==> src/rtl/mem_wb_writeback.sv <==
// MEM/WB pipeline register and writeback formatter: MemToReg select, sub-word
// load extraction with sign/zero extension, $0 write suppression, retire counter.
module mem_wb_writeback (
  input  logic        Clk,
  input  logic        Reset,
  input  logic        In_Stall,
  input  logic        In_Flush,
  input  logic        In_Valid,
  input  logic [1:0]  In_WBControl,
  input  logic [31:0] In_ALUResult,
  input  logic [31:0] In_MemData,
  input  logic [1:0]  In_ByteAddr,
  input  logic [2:0]  In_LoadType,
  input  logic [4:0]  In_Rd,
  output logic [4:0]  Out_Rd,
  output logic [31:0] Out_WriteData,
  output logic        Out_RegWrite,
  output logic        Out_Valid,
  output logic [31:0] Out_RetireCount
);

  typedef enum logic [2:0] {
    LD_W  = 3'b000,
    LD_B  = 3'b001,
    LD_BU = 3'b010,
    LD_H  = 3'b011,
    LD_HU = 3'b100
  } load_type_e;

  typedef struct packed {
    logic        valid;
    logic        mem_to_reg;
    logic        reg_write;
    logic [31:0] alu_result;
    logic [31:0] mem_data;
    logic [1:0]  byte_addr;
    logic [2:0]  load_type;
    logic [4:0]  rd;
  } stage_t;

  stage_t      stage_d, stage_q;
  logic [31:0] retire_cnt_d, retire_cnt_q;

  // Flush outranks stall, so a bubble always lands even while the stage is held.
  always_comb begin
    // NOTE: every always_comb output gets a default first so no path leaves it unassigned (no latch).
    stage_d      = stage_q;
    retire_cnt_d = retire_cnt_q;
    if (In_Flush) begin
      stage_d = '0;
    end else if (!In_Stall) begin
      stage_d.valid      = In_Valid;
      stage_d.mem_to_reg = In_WBControl[1];
      stage_d.reg_write  = In_WBControl[0];
      stage_d.alu_result = In_ALUResult;
      stage_d.mem_data   = In_MemData;
      stage_d.byte_addr  = In_ByteAddr;
      stage_d.load_type  = In_LoadType;
      stage_d.rd         = In_Rd;
      if (In_Valid) begin
        retire_cnt_d = retire_cnt_q + 32'd1;
      end
    end
  end

  always_ff @(posedge Clk) begin
    // NOTE: sequential state uses non-blocking assignments so all flops update together at the edge.
    if (Reset) begin
      stage_q      <= '0;
      retire_cnt_q <= '0;
    end else begin
      stage_q      <= stage_d;
      retire_cnt_q <= retire_cnt_d;
    end
  end

  logic [7:0]  byte_sel;
  logic [15:0] half_sel;
  logic [31:0] load_data;

  always_comb begin
    byte_sel  = 8'h00;
    half_sel  = stage_q.byte_addr[1] ? stage_q.mem_data[31:16] : stage_q.mem_data[15:0];
    load_data = stage_q.mem_data;
    case (stage_q.byte_addr)
      2'd0:    byte_sel = stage_q.mem_data[7:0];
      2'd1:    byte_sel = stage_q.mem_data[15:8];
      2'd2:    byte_sel = stage_q.mem_data[23:16];
      default: byte_sel = stage_q.mem_data[31:24];
    endcase
    // Encodings 101-111 fall through to the full-word default.
    case (stage_q.load_type)
      LD_B:    load_data = {{24{byte_sel[7]}}, byte_sel};
      LD_BU:   load_data = {24'h000000, byte_sel};
      LD_H:    load_data = {{16{half_sel[15]}}, half_sel};
      LD_HU:   load_data = {16'h0000, half_sel};
      default: load_data = stage_q.mem_data;
    endcase
  end

  assign Out_Rd          = stage_q.rd;
  assign Out_Valid       = stage_q.valid;
  assign Out_RegWrite    = stage_q.valid & stage_q.reg_write & (stage_q.rd != 5'd0);
  assign Out_WriteData   = stage_q.mem_to_reg ? load_data : stage_q.alu_result;
  assign Out_RetireCount = retire_cnt_q;

endmodule

==> config.mk <==
export PLATFORM = sky130hd
export DESIGN_NAME = mem_wb_writeback
export DESIGN_NICKNAME = d
export VERILOG_FILES = /design/src/rtl/mem_wb_writeback.sv
export SDC_FILE = /design/constraint.sdc
export NUM_CORES = 1
export LEC_CHECK = 0
export CORE_ASPECT_RATIO = 1.1
export CORE_MARGIN = 8
export CORE_UTILIZATION = 43
export CTS_CLUSTER_DIAMETER = 60
export DETAILED_ROUTE_END_ITERATION = 16
export GPL_TIMING_DRIVEN = 0
export MAX_ROUTING_LAYER = met4
export PLACE_DENSITY = 0.82
export SLEW_MARGIN = 10
export SYNTH_ARGS = -nofsm -noshare
export SYNTH_HDL_FRONTEND = slang
export SYNTH_SLANG_ARGS = --single-unit
==> constraint.sdc <==
create_clock -name Clk -period 1.8 [get_ports Clk]
set_input_delay 0.18 -clock Clk [delete_from_list [all_inputs] [get_ports Clk]]
set_output_delay 0.18 -clock Clk [all_outputs]
set_load 0.05 [all_outputs]
==> impl_metrics.toml <==
[floorplanning]
die_h_um = 132
die_area_um2 = 16100
pin_count = 152
start_util_pct = 44.0
die_width_um = 122
core_area_um2 = 12000
placementRows = 42

[logic_synthesis]
syn_inst = 584
synth_warnings = 0
synthMostInstantiatedCell = "nor2_1"
synth_cell_type_count = 50
synth_top_area_share_pct = 41.4
seq_area_frac_synth_pct = 41.4
avgSynthCellArea_um2 = 9.02
synth-main-ff-cell = "dfxtp_1"
synth_async_sr_flop_share_pct = 0
synth_edf_count = 0
syn-cell-area_um2 = 5270
synth_area_leaders = "dfxtp_1, mux2i_1, nor2_1"
ys_top_cells_by_count = "nor2_1, dfxtp_1, mux2i_1"
syn_nets = 666
synth_top_area_cell = "dfxtp_1"
synth.ff_latch_count = 109

[global_routing]
track_usage_pct = 22.5
overflow = 0
grt_max_degree = 18
antenna_found_initial = 0
grt_pass1_wl_mm = 28.1
grt_pass1_vias = 5468

[worst_setup_path]
crit_fanout = 5
crit_slowest_cell = "mux4_2"
startpoint_type = "register"
critPathArrivalTime_ps = 2180
crit_family = "multiplexers"
crit_buf_inv = 2
crit_path_cell_trace = "mux4_2 > nor2_4 > a211oi_4 > buf_6 > a221o_2 > buf_8"
cp.required_ps = 1620
critPathKind = "register to output pin"
crit_path_end_kind = "output pin"
reg2reg_depth = 5
critical-path-max-stage-delay_ps = 580
cp_num_cells = 6

[power_and_ir_drop]
ir_drop_v = 0.000599
cellPowerDensity_nw_per_um2 = 631
power_uw = 5310
p_leak_uw = 0.00334

[clock_tree]
numCtsBuffers = 9
clock_sinks = 109
cts_buffer_depth = 2
clkSlewWorstSetupHoldPaths_ps = 70
insertion_delay_ps = 350
root_buffer = "clkbuf_16"
cts_tree = "built"
htreeDepth = 3
ctsHoldBuffers = 0

[outcome]
status = "finished with violations"
violations = "setup timing"

[finish]
areaGrowthSynthToFinish_pct = 59.9
nNetsFinal = 871
antennaDiodeCount = 0
seq_area_um2 = 2280
n_fill_cell = 890
drive_gt1_share_pct = 30.4
multi_input_area_um2 = 3390

[place]
globalplace.congestion = 0.942
numPortBuffers = 150
place_hpwl_mm = 13.4

[timing]
period_minus_slack_ps = 2360
finalMaxSlewViolations = 0
post-route-period-util_pct = 131
fin_skew_ps = 9.16
tightest_slew_ps = 826
hold_viol = 0
whs_ps = 318
finalSetupViolCount = 38
rsz0062_at_grt = "true"
fmax_mhz = 424
setup_ws_ps = -560
slew_headroom_pct = 44.9

[routing]
drt_wl_total_mm = 18.5
drt_iter0_drc = 502
avgRoutedWirePerCell_um = 19.5
num_vias = 5466
drt_pass1_iterations = 5
drc = 0
via_per_inst = 5.77
drtAntennaViolNets = 0

[flow_run]
cap_violations = 0

[worst_hold_path]
min_path_type = "input port to register"
holdPathStages = 5
==> per-stage QoR <==
| stage | setup slack, ps | setup TNS, ps | utilization (%) | area [um^2] | instances |
|---|---|---|---|---|---|
| 5_1_grt | -601 | -18090 | 70.3 | 8420 | 948 |
| 3_3_place_gp | -1010 | -47460 | 61.9 | 7420 | 888 |
| 6_report | -560 | -16020 | 70.3 | 8420 | 948 |
| 4_1_cts | -604 | -15930 | 67.6 | 8100 | 928 |
| 3_5_place_dp | -1030 | -47860 | 61.9 | 7420 | 888 |
| 2_1_floorplan | -187 | -3180 | - | 5730 | 584 |
==> kinds of logic after synthesis <==
| group | synth area share, % |
|---|---|
| fa+ha+maj | 0.237 |
| mux | 19.5 |
| flops | 41.4 |
| simple gates | 20.2 |
| buf+inv | 4.37 |
| compound gates | 12.1 |
| xor+xnor | 2.16 |
==> path summary, 6_finish.rpt <==
path / from / end / slack (ps)
max reg2reg: Out_RetireCount[2] / Out_RetireCount[17] / -70
max: stage_q[8] / Out_WriteData[21] / -560
min reg2reg: Out_RetireCount[31] / Out_RetireCount[31] / 490
min: In_Stall / Out_RetireCount[1] / 320
==> report_power, final <==
| group | internal [uW] | switching, uW | total (uW) |
|---|---|---|---|
| Sequential | 2440 | 66.9 | 2500 |
| Combinational | 452 | 484 | 935 |
| Clock | 983 | 890 | 1870 |
| Total | 3870 | 1440 | 5310 |
==> metal layers <==
metal,vias up,routed length [um],track usage (%)
met5,-,0,-
met4,0,828,11.1
met3,62,1170,4.16
met2,263,9290,37.8
met1,2621,7220,25.0
li1,2520,-,-
==> cells in the final DEF (no fill, tap or decap), drive strengths merged, types with 4 or more instances in the layout <==
cell / instances
nor2b: 8
nor2: 114
mux2i: 78
xor2: 6
a21oi: 18
clkdlybuf4s50: 106
and4: 6
nand3: 15
buf: 97
o21ai: 22
dfxtp: 109
xnor2: 7
mux4: 8
nor3: 9
inv: 7
a221o: 16
clkinv: 4
dlygate4sd2: 7
a221oi: 5
a22oi: 8
clkbuf: 38
or3: 13
mux2: 6
a31oi: 10
nand2: 31
nand4: 9
==> cell type report <==
type | instances | share of cell area, %
buffer | 42 | 3.37
clock buffer | 13 | 2.97
clock inverter | 3 | 0.267
inverter | 8 | 0.371
multi-input combinational | 422 | 40.2
sequential | 109 | 27.1
tap | 154 | 2.29
timing repair buffer | 197 | 23.4
==> tightest hold or removal path, cell delays in order <==
cell and delay [ps]:
buf_6 110, nor3b_4 50, buf_4 160, nand2_1 60, a21oi_1 50
==> state kept, by name, indices dropped and copies added, names as in the netlist <==
signal and count:
Out_RetireCount 32, Out_Rd 5, stage_q 71, Out_Valid 1
==> what timing repair did <==
item / CTS / global route
buffers inserted: 25 / 19
endpoints found under the setup margin: 62 / 48
hold endpoints to repair: 0 / 0
cloned: 1 / 2
resized for setup: 291 / 49
pin swaps: 21 / 24
Power figures use the tool's default switching activity.
